File: config.mk
export PLATFORM = sky130hd
export DESIGN_NAME = stack_op_sequencer
export DESIGN_NICKNAME = d
export VERILOG_FILES = /design/src/rtl/stack_seq_pkg.sv /design/src/rtl/stack_seq_alu.sv /design/src/rtl/stack_op_sequencer.sv
export SDC_FILE = /design/constraint.sdc
export NUM_CORES = 1
export LEC_CHECK = 0
export BUFFER_PORTS_ARGS = -buffer_cell sky130_fd_sc_hd__buf_4
export CAP_MARGIN = 20
export CORE_ASPECT_RATIO = 0.9
export CORE_MARGIN = 8
export CORE_UTILIZATION = 53
export CTS_BUF_LIST = sky130_fd_sc_hd__clkbuf_4 sky130_fd_sc_hd__clkbuf_8
export DETAILED_ROUTE_END_ITERATION = 16
export PLACE_DENSITY = 0.84
export SLEW_MARGIN = 20
export SYNTH_ARGS = -nofsm -noshare
export SYNTH_HDL_FRONTEND = slang
export SYNTH_SLANG_ARGS = --single-unit
export TNS_END_PERCENT = 20
File: constraint.sdc
create_clock -name clk -period 2.4 [get_ports clk]
set_input_delay 0.48 -clock clk [delete_from_list [all_inputs] [get_ports clk]]
set_output_delay 0.48 -clock clk [all_outputs]
set_load 0.02 [all_outputs]
File: src/rtl/stack_seq_pkg.sv
// rtl/stack_seq_pkg.sv - opcodes, FSM state encodings and opcode class helpers for the stack sequencer
package stack_seq_pkg;

  localparam logic [2:0] OP_PUSHI = 3'b000;
  localparam logic [2:0] OP_POP   = 3'b001;
  localparam logic [2:0] OP_ADD   = 3'b010;
  localparam logic [2:0] OP_SUB   = 3'b011;
  localparam logic [2:0] OP_AND   = 3'b100;
  localparam logic [2:0] OP_NOT   = 3'b101;
  localparam logic [2:0] OP_TOS   = 3'b110;
  localparam logic [2:0] OP_RSVD  = 3'b111;

  typedef enum logic [3:0] {
    ST_IDLE   = 4'd0,
    ST_CHECK  = 4'd1,
    ST_POP_A  = 4'd2,
    ST_WAIT_A = 4'd3,
    ST_POP_B  = 4'd4,
    ST_WAIT_B = 4'd5,
    ST_EXEC   = 4'd6,
    ST_PUSH_R = 4'd7,
    ST_DONE   = 4'd8
  } state_t;

  function automatic logic is_binary(input logic [2:0] op);
    return (op == OP_ADD) || (op == OP_SUB) || (op == OP_AND);
  endfunction

  function automatic logic is_unary(input logic [2:0] op);
    return (op == OP_NOT) || (op == OP_POP) || (op == OP_TOS);
  endfunction

endpackage

File: src/rtl/stack_seq_alu.sv
// rtl/stack_seq_alu.sv - combinational ALU; a is the top of stack, b the word beneath it
module stack_seq_alu
  import stack_seq_pkg::*;
#(
  parameter int WIDTH = 8
) (
  input  logic [2:0]       op,
  input  logic [WIDTH-1:0] a,
  input  logic [WIDTH-1:0] b,
  output logic [WIDTH-1:0] y
);

  always_comb begin
    y = a;
    case (op)
      OP_ADD:  y = a + b;
      OP_SUB:  y = b - a;
      OP_AND:  y = a & b;
      OP_NOT:  y = ~a;
      default: y = a;
    endcase
  end

endmodule

File: src/rtl/stack_op_sequencer.sv
// rtl/stack_op_sequencer.sv - sequences one stack instruction per start/done handshake onto the stack strobes
module stack_op_sequencer
  import stack_seq_pkg::*;
#(
  parameter  int WIDTH = 8,
  parameter  int DEPTH = 8,
  localparam int CW    = $clog2(DEPTH) + 1
) (
  input  logic             clk,
  input  logic             rst_n,
  input  logic             start,
  input  logic [2:0]       opcode,
  input  logic [WIDTH-1:0] imm,
  output logic             busy,
  output logic             done,
  output logic             err,
  output logic [WIDTH-1:0] result,
  output logic [CW-1:0]    count,
  output logic             stk_push,
  output logic             stk_pop,
  output logic             stk_tos,
  output logic [WIDTH-1:0] stk_din,
  input  logic [WIDTH-1:0] stk_dout
);

  state_t           state_q, state_d;
  logic [2:0]       op_q, op_d;
  logic [WIDTH-1:0] imm_q, imm_d;
  logic [WIDTH-1:0] a_q, a_d;
  logic [WIDTH-1:0] b_q, b_d;
  logic [WIDTH-1:0] result_q, result_d;
  logic             err_q, err_d;
  logic [CW-1:0]    count_q, count_d;
  logic [WIDTH-1:0] alu_y;
  logic             check_fail;

  stack_seq_alu #(.WIDTH(WIDTH)) u_alu (
    .op (op_q),
    .a  (a_q),
    .b  (b_q),
    .y  (alu_y)
  );

  // Occupancy is checked before any strobe, so count can never wrap.
  always_comb begin
    check_fail = 1'b0;
    if (op_q == OP_RSVD)                                 check_fail = 1'b1;
    else if (is_binary(op_q) && (int'(count_q) < 2))     check_fail = 1'b1;
    else if (is_unary(op_q) && (int'(count_q) < 1))      check_fail = 1'b1;
    else if ((op_q == OP_PUSHI) && (int'(count_q) == DEPTH)) check_fail = 1'b1;
  end

  always_comb begin
    state_d  = state_q;
    op_d     = op_q;
    imm_d    = imm_q;
    a_d      = a_q;
    b_d      = b_q;
    result_d = result_q;
    err_d    = err_q;
    count_d  = count_q;
    case (state_q)
      ST_IDLE: begin
        if (start) begin
          op_d    = opcode;
          imm_d   = imm;
          err_d   = 1'b0;
          state_d = ST_CHECK;
        end
      end
      ST_CHECK: begin
        if (check_fail) begin
          err_d   = 1'b1;
          state_d = ST_DONE;
        end else if (op_q == OP_PUSHI) begin
          result_d = imm_q;
          state_d  = ST_PUSH_R;
        end else begin
          state_d = ST_POP_A;
        end
      end
      ST_POP_A: begin
        if (op_q != OP_TOS) count_d = count_q - CW'(1);
        state_d = ST_WAIT_A;
      end
      ST_WAIT_A: begin
        a_d = stk_dout;
        if ((op_q == OP_POP) || (op_q == OP_TOS)) begin
          result_d = stk_dout;
          state_d  = ST_DONE;
        end else if (op_q == OP_NOT) begin
          state_d = ST_EXEC;
        end else begin
          state_d = ST_POP_B;
        end
      end
      ST_POP_B: begin
        count_d = count_q - CW'(1);
        state_d = ST_WAIT_B;
      end
      ST_WAIT_B: begin
        b_d     = stk_dout;
        state_d = ST_EXEC;
      end
      ST_EXEC: begin
        result_d = alu_y;
        state_d  = ST_PUSH_R;
      end
      ST_PUSH_R: begin
        count_d = count_q + CW'(1);
        state_d = ST_DONE;
      end
      ST_DONE:  state_d = ST_IDLE;
      default:  state_d = ST_IDLE;
    endcase
  end

  always_ff @(posedge clk or negedge rst_n) begin
    if (!rst_n) begin
      state_q  <= ST_IDLE;
      op_q     <= OP_PUSHI;
      imm_q    <= '0;
      a_q      <= '0;
      b_q      <= '0;
      result_q <= '0;
      err_q    <= 1'b0;
      count_q  <= '0;
    end else begin
      state_q  <= state_d;
      op_q     <= op_d;
      imm_q    <= imm_d;
      a_q      <= a_d;
      b_q      <= b_d;
      result_q <= result_d;
      err_q    <= err_d;
      count_q  <= count_d;
    end
  end

  // Strobes decode straight from state, so reset drops any in-flight strobe at once.
  assign busy     = (state_q != ST_IDLE);
  assign done     = (state_q == ST_DONE);
  assign err      = err_q;
  assign result   = result_q;
  assign count    = count_q;
  assign stk_push = (state_q == ST_PUSH_R);
  assign stk_pop  = ((state_q == ST_POP_A) && (op_q != OP_TOS)) || (state_q == ST_POP_B);
  assign stk_tos  = (state_q == ST_POP_A) && (op_q == OP_TOS);
  assign stk_din  = stk_push ? result_q : '0;

endmodule

# --- Yosys cells after proc, flatten, opt, wreduce, memory -nomap -nowiden ---
# Index checks and enable logic that the tools add are counted.
totals:
  ff_bits: 44
  wordCells: 81
op_classes:
  n_addsub: 4
  n_lt_le_gt_ge: 2
  eq_ne: 23
  mux: 21
  bitwise: 2
  reduce_logical: 21
ops:
  columns: ["op", "count"]
  rows:
  - ["2-to-1 mux 8 bit", 4]
  - ["case mux 4 bit (8 select lines)", 1]
  - ["case mux 8 bit (4 select lines)", 1]
  - ["case mux 8 bit (3 select lines)", 1]
  - ["== test 4 x 3 -> 1 bit (second input constant)", 4]
  - ["2-to-1 mux 4 bit", 4]
  - ["== test 3 bit (second input constant)", 4]
  - ["inequality test 2 bit (second input constant)", 6]
  - ["case mux 4 bit (3 select lines)", 1]
  - ["adder 8 bit", 1]
  - ["bitwise AND 8 bit", 1]
  - ["== test 4 x 2 -> 1 bit (second input constant)", 2]
  - ["== test 4 bit (second input constant)", 2]
  - ["inverter 8 bit", 1]
  - ["subtractor 8 bit", 1]
  - ["== test 3 x 2 -> 1 bit (second input constant)", 2]
  - ["logical OR 1 bit", 6]
  - ["2-to-1 mux 1 bit", 6]
  - ["nonzero test 3 bit", 2]
  - ["logical AND 1 bit", 5]
  - ["adder 4 x 1 -> 4 bit (second input constant)", 1]
  - ["== test 4 x 1 -> 1 bit (second input constant)", 1]
  - ["logical NOT 4 bit", 1]
  - ["< comparator 4 x 1 -> 1 bit (second input constant)", 1]
  - ["13 further kinds", 14]

# --- Depth between registers and ports, before layout ---
depth:
  word_depth: 9
  ltp_mapped: 14

# --- Cells and area by module ---
# From an unflattened synthesis, not the netlist that was laid out.
unflattened:
  cells_unflattened: 301
  hier_area_um2: 3029.2
by_module_without_submodules:
  columns: ["module", "instances", "cells_per_inst", "area_per_inst_um2", "seq_area_each_um2"]
  rows:
  - ["stack_op_sequencer", 1, 193, 2234.6, 1101.1]
  - ["stack_seq_alu", 1, 108, 794.5, 0.0]

# --- Least setup slack after synthesis ---
# OpenSTA, ideal clock, no wires.
synth_timing:
  path_kind: "register to register"
  from: "reg op_q[1]"
  to: "reg result_q[7], in the netlist result[7]"
  setup_ps: 119
  arrival_time_ps: 2471
  t_required_ps: 2281
  path_slack_ps: -190
  stages_incl_launch_ff: 14
  n_path_buf: 2
  period_less_slack_ps: 2590
  cell_sequence: "dfrtp_1 -> buf_2 -> buf_2 -> nor2b_1 -> nand2_1 -> o21ai_0 -> inv_1 -> ha_1 -> nor2b_1 -> o2111ai_1 -> nand3_1 -> a21oi_1 -> xnor2_1 -> o21a_1"
synth_via:
  elab_chain_cells: 9
  word_cells_on_any_way: 26
  classes_between: "10 x eq/ne; 6 x mux; 10 x reduce/logical"
synth_rtl:
  columns: ["element", "line", "source"]
  rows:
  - ["start, declared", "stack_op_sequencer.sv:27", "logic [2:0] op_q, op_d;"]
  - ["start signal, assigned", "stack_op_sequencer.sv:130", "op_q <= op_d;"]
  - ["== test 3 bit / == test 3 x 1 -> 1 bit (equally long branches)", "stack_seq_pkg.sv:30, stack_seq_alu.sv:15, stack_op_sequencer.sv:88", null]
  - ["logical OR 1 bit (2 in a row)", "stack_seq_pkg.sv:30", "return (op == OP_NOT) || (op == OP_POP) || (op == OP_TOS);"]
  - ["logical AND 1 bit", "stack_op_sequencer.sv:49", "else if (is_unary(op_q) && (int'(count_q) < 1)) check_fail = 1'b1;"]
  - ["2-to-1 mux 1 bit", "stack_op_sequencer.sv:49", null]
  - ["2-to-1 mux 1 bit", "stack_op_sequencer.sv:48", "else if (is_binary(op_q) && (int'(count_q) < 2)) check_fail = 1'b1;"]
  - ["2-to-1 mux 1 bit", "stack_op_sequencer.sv:47", "if (op_q == OP_RSVD) check_fail = 1'b1;"]
  - ["inequality test 2 bit (no line)", null, null]
  - ["AND reduction 4 bit (no line)", null, null]
  - ["end signal, assigned", "stack_op_sequencer.sv:134", "result_q <= result_d;"]
  - ["end, declared", "stack_op_sequencer.sv:31", "logic [WIDTH-1:0] result_q, result_d;"]
# Several ways; a longest one is shown, not always the timed one.
# A chain may end at the register's enable or synchronous reset.

# --- Worst setup path in the final report ---
layout_timing:
  from: "reg op_q[2]"
  to: "reg result_q[6], in the netlist result[6]"
# The elaborated chain is that of the path after synthesis.

==> key figures <==
Global routing
  • Initial antenna violation count: 0
  • Vias in the first global route: around 2,500
  • Overflow after GRT: 0
  • GRT Util Overall: 0.196
  • Global-route wire length before repair: 12.8 mm
  • Largest net degree at the start of global routing: 45

Setup path
  • WP data arrival: 2.52 ns
  • Crit path max fanout: 4
  • Critical path type: reg2reg
  • Crit end category: register
  • CP Launch Type: register
  • Data required, critical path: 2.55 ns

Pwr
  • Pwr Density: 1760 nW/um^2
  • P_sw: 0.00301 W
  • Pwr Total: 0.00644 W
  • Net Sw Frac: 0.468
  • Int Pwr: 0.00342 W
  • Flop pwr share: 0.246
  • Logic pwr share: 0.682
  • VDD IR-drop max: 0.836 mV
  • Clk pwr share: 0.071
  • Cell leakage power: 1.63 nW

STA
  • Worst Tran Pin Value: between 0.5 and 0.6 ns
  • Relative max-transition margin: 0.604
  • Final slew viol count: 0
  • Final Hold Fails: 0
  • Layout Skew: 0.00594 ns
  • Worst hold slack: 0.153 ns
  • Final setup viols: 0
  • Period utilization: 0.987
  • Final min period: 2.37 ns
  • FMAX: around 420 MHz
  • RSZ-0062 raised after global routing: true

Clocking
  • Root buffer cell: clkbuf_8
  • Worst-path clk slew: 0.09 ns
  • CTS tree: built
  • Hold-fix buffers, CTS: 0
  • Worst-skew pair later-pin latency: roughly 0.30 ns
  • Clk buf depth: 2
  • Htree depth: 2
  • Clock sinks: between 40 and 50
  • CTS Buf Count: 5

Floorplan
  • Initial Utilization: 0.553
  • Die Ht: between 80 and 90 um
  • Core Area: 5320 um^2
  • Std-Cell Rows: 25
  • Die ar.: 8200 um^2
  • Die width: ~95 um
  • I/O pin cnt: 48

Yosys
  • FF+latch count, synth: 44
  • Distinct cells, synth: 60
  • Post-Syn Area: 2940 um^2
  • Syn nets: 336
  • Seq/Total Area, Yosys: 0.374
  • Post-synth EDFFs: 0
  • Async SR Flop Fraction: 1.00
  • Synth warn: 0
  • Most common flop cell mapped by yosys: dfrtp_1
  • Avg Inst Size Synth: 9.74 um^2
  • Post-Synthesis Cells: slightly above 300

Route
  • Iter 0 DRT Violations: 254
  • Vias: about 2,600
  • DRT Pass-1 Iters: 5
  • DRT Wirelength: 7.88 mm
  • Post-route ant nets: 0
  • # DRC: 0
  • Vias/cell: 6.13
  • WL/cell: roughly 18 um

Final layout
  • ANT cells: 0
  • # nets final: 394
  • Share of cells above drive strength 1: 0.375
  • P&R area growth vs syn: 24.0%

Outcome
  • Status: finished clean

Placed design
  • Routability cong.: about 0.94
  • Detailed placement HPWL: 5.78 mm
  • Port Buf Inserts: 47

Min path
  • Hold Path Class: in2async

Run
  • Max Cap Violations: 0
[layout by cell type (no fill, tap or decap), drive strengths merged, types with 3 or more instances in the layout]
| cell | netlist | routed |
|---|---|---|
| a211oi | 3 | 3 |
| a21oi | 19 | 19 |
| clkbuf | 2 | 5 |
| nand3 | 6 | 6 |
| and2 | 8 | 8 |
| nand3b | 3 | 3 |
| nor2b | 5 | 5 |
| o21ai | 15 | 15 |
| nand2b | 3 | 3 |
| a22oi | 4 | 4 |
| buf | 15 | 68 |
| a21o | 3 | 3 |
| dfrtp | 44 | 44 |
| mux2 | 27 | 27 |
| ha | 11 | 11 |
| inv | 12 | 12 |
| o2111ai | 3 | 3 |
| o211ai | 6 | 6 |
| nor3 | 6 | 6 |
| o21a | 5 | 5 |
| nand2 | 18 | 18 |
| a31oi | 6 | 6 |
| xor2 | 5 | 5 |
| mux2i | 6 | 6 |
| xnor2 | 11 | 11 |
| nor2 | 26 | 26 |
[kinds of logic after synthesis]
group | after synthesis | share of synthesized area
muxes | 33 | 0.124
and+or+nand+nor | 90 | 0.169
xor gates and xnor gates | 16 | 0.0476
AOI/OAI and AO/OA | 77 | 0.182
buffers and inverters | 30 | 0.0502
DFF | 44 | 0.374
adders and majority gates | 12 | 0.0536
[registers in the layout, summed over array words and instances (netlist names)]
name / cells
a_q: 8
b_q: 8
count: 4
err: 1
imm_q: 8
op_q: 3
result: 8
state_q: 4
[critical path, stage by stage, from the launching register on]
cell and delay (ns):
dfrtp_1 0.44, nand2b_4 0.17, nor2_4 0.13, a21oi_2 0.05
xnor2_1 0.17, ha_1 0.28, and2_4 0.15, o21a_1 0.16
a41o_1 0.21, mux2i_1 0.12, o211ai_1 0.22, a31oi_1 0.12
[power groups by stage]
stage	Combinational, W	Sequential, W	Clock (W)
final	0.00439	0.00159	0.000459
after global routing	0.00478	0.00165	0.000502
after CTS	0.00409	0.00155	0.000467
after detailed placement	0.00401	0.00157	0
after global placement	0.00389	0.00153	0
after floorplan	0.00288	0.00154	0
[cell usage after synthesis (all sizes together), types with 4 or more instances]
cell type	instances	area (um^2)
nor2b	5	31.3
inv	12	45.1
xor2	5	43.8
dfrtp	44	1100
nor3	6	30.0
nand3	6	30.0
nor2	26	108
nand2	18	75.1
ha	11	138
and2	8	50.1
mux2	27	304
a21oi	19	106
buf	15	91.3
o211ai	6	45.0
o21a	5	37.5
o21ai	15	75.1
a31oi	6	37.5
xnor2	11	96.3
a22oi	4	30.0
mux2i	6	60.1
[through the flow]
step	setup WS [ns]	TNS [ns]	instance area, um^2	util	instances
floorplan	0.00173	0	2950	-	302
global placement	0.0937	0	3440	0.648	416
detailed placement	-0.000564	-0.000564	3440	0.648	416
CTS	0.00886	0	3530	0.665	424
global route	-0.0793	-0.108	3650	0.686	427
finish	0.0312	0	3650	0.686	427
[final timing paths]
| path | startpoint | endpoint | slack [ns] | cells past startpoint |
|---|---|---|---|---|
| setup / recovery | op_q[2] | result[6] | 0.03 | 11 |
| hold / removal | rst_n | count[0] | 0.15 | 1 |
| setup reg to reg | op_q[2] | result[6] | 0.03 | 11 |
| hold reg to reg | err | err | 0.50 | 1 |
| max in group asynchronous | rst_n | state_q[2] | 1.80 | 1 |
| min in group clk | stk_dout[1] | b_q[1] | 0.41 | 3 |
[metal layers]
layer / GRT usage / wire length, um / vias up
li1: - / - / 1205
met3: 0.0440 / 690 / 16
met2: 0.304 / 3610 / 132
met1: 0.269 / 3440 / 1264
met4: 0.0496 / 140 / 0
met5: 0 / 0 / -
[layout make-up]
cell class                 instances  area [um^2]
sequential                        44         1100
tap                               67         83.8
clock inverter                     2         12.5
fill                             423         1670
clock buffer                       5         68.8
inverter                          13         48.8
timing repair buffer              68          534
multi-input combinational        228         1800
[timing repair]
item                                    4_1_cts  5_1_grt
buffers inserted                              1        3
pin swaps                                     1        7
endpoints found under the setup margin        1       12
resized for setup                             1       25
Power figures use the tool's default switching activity.
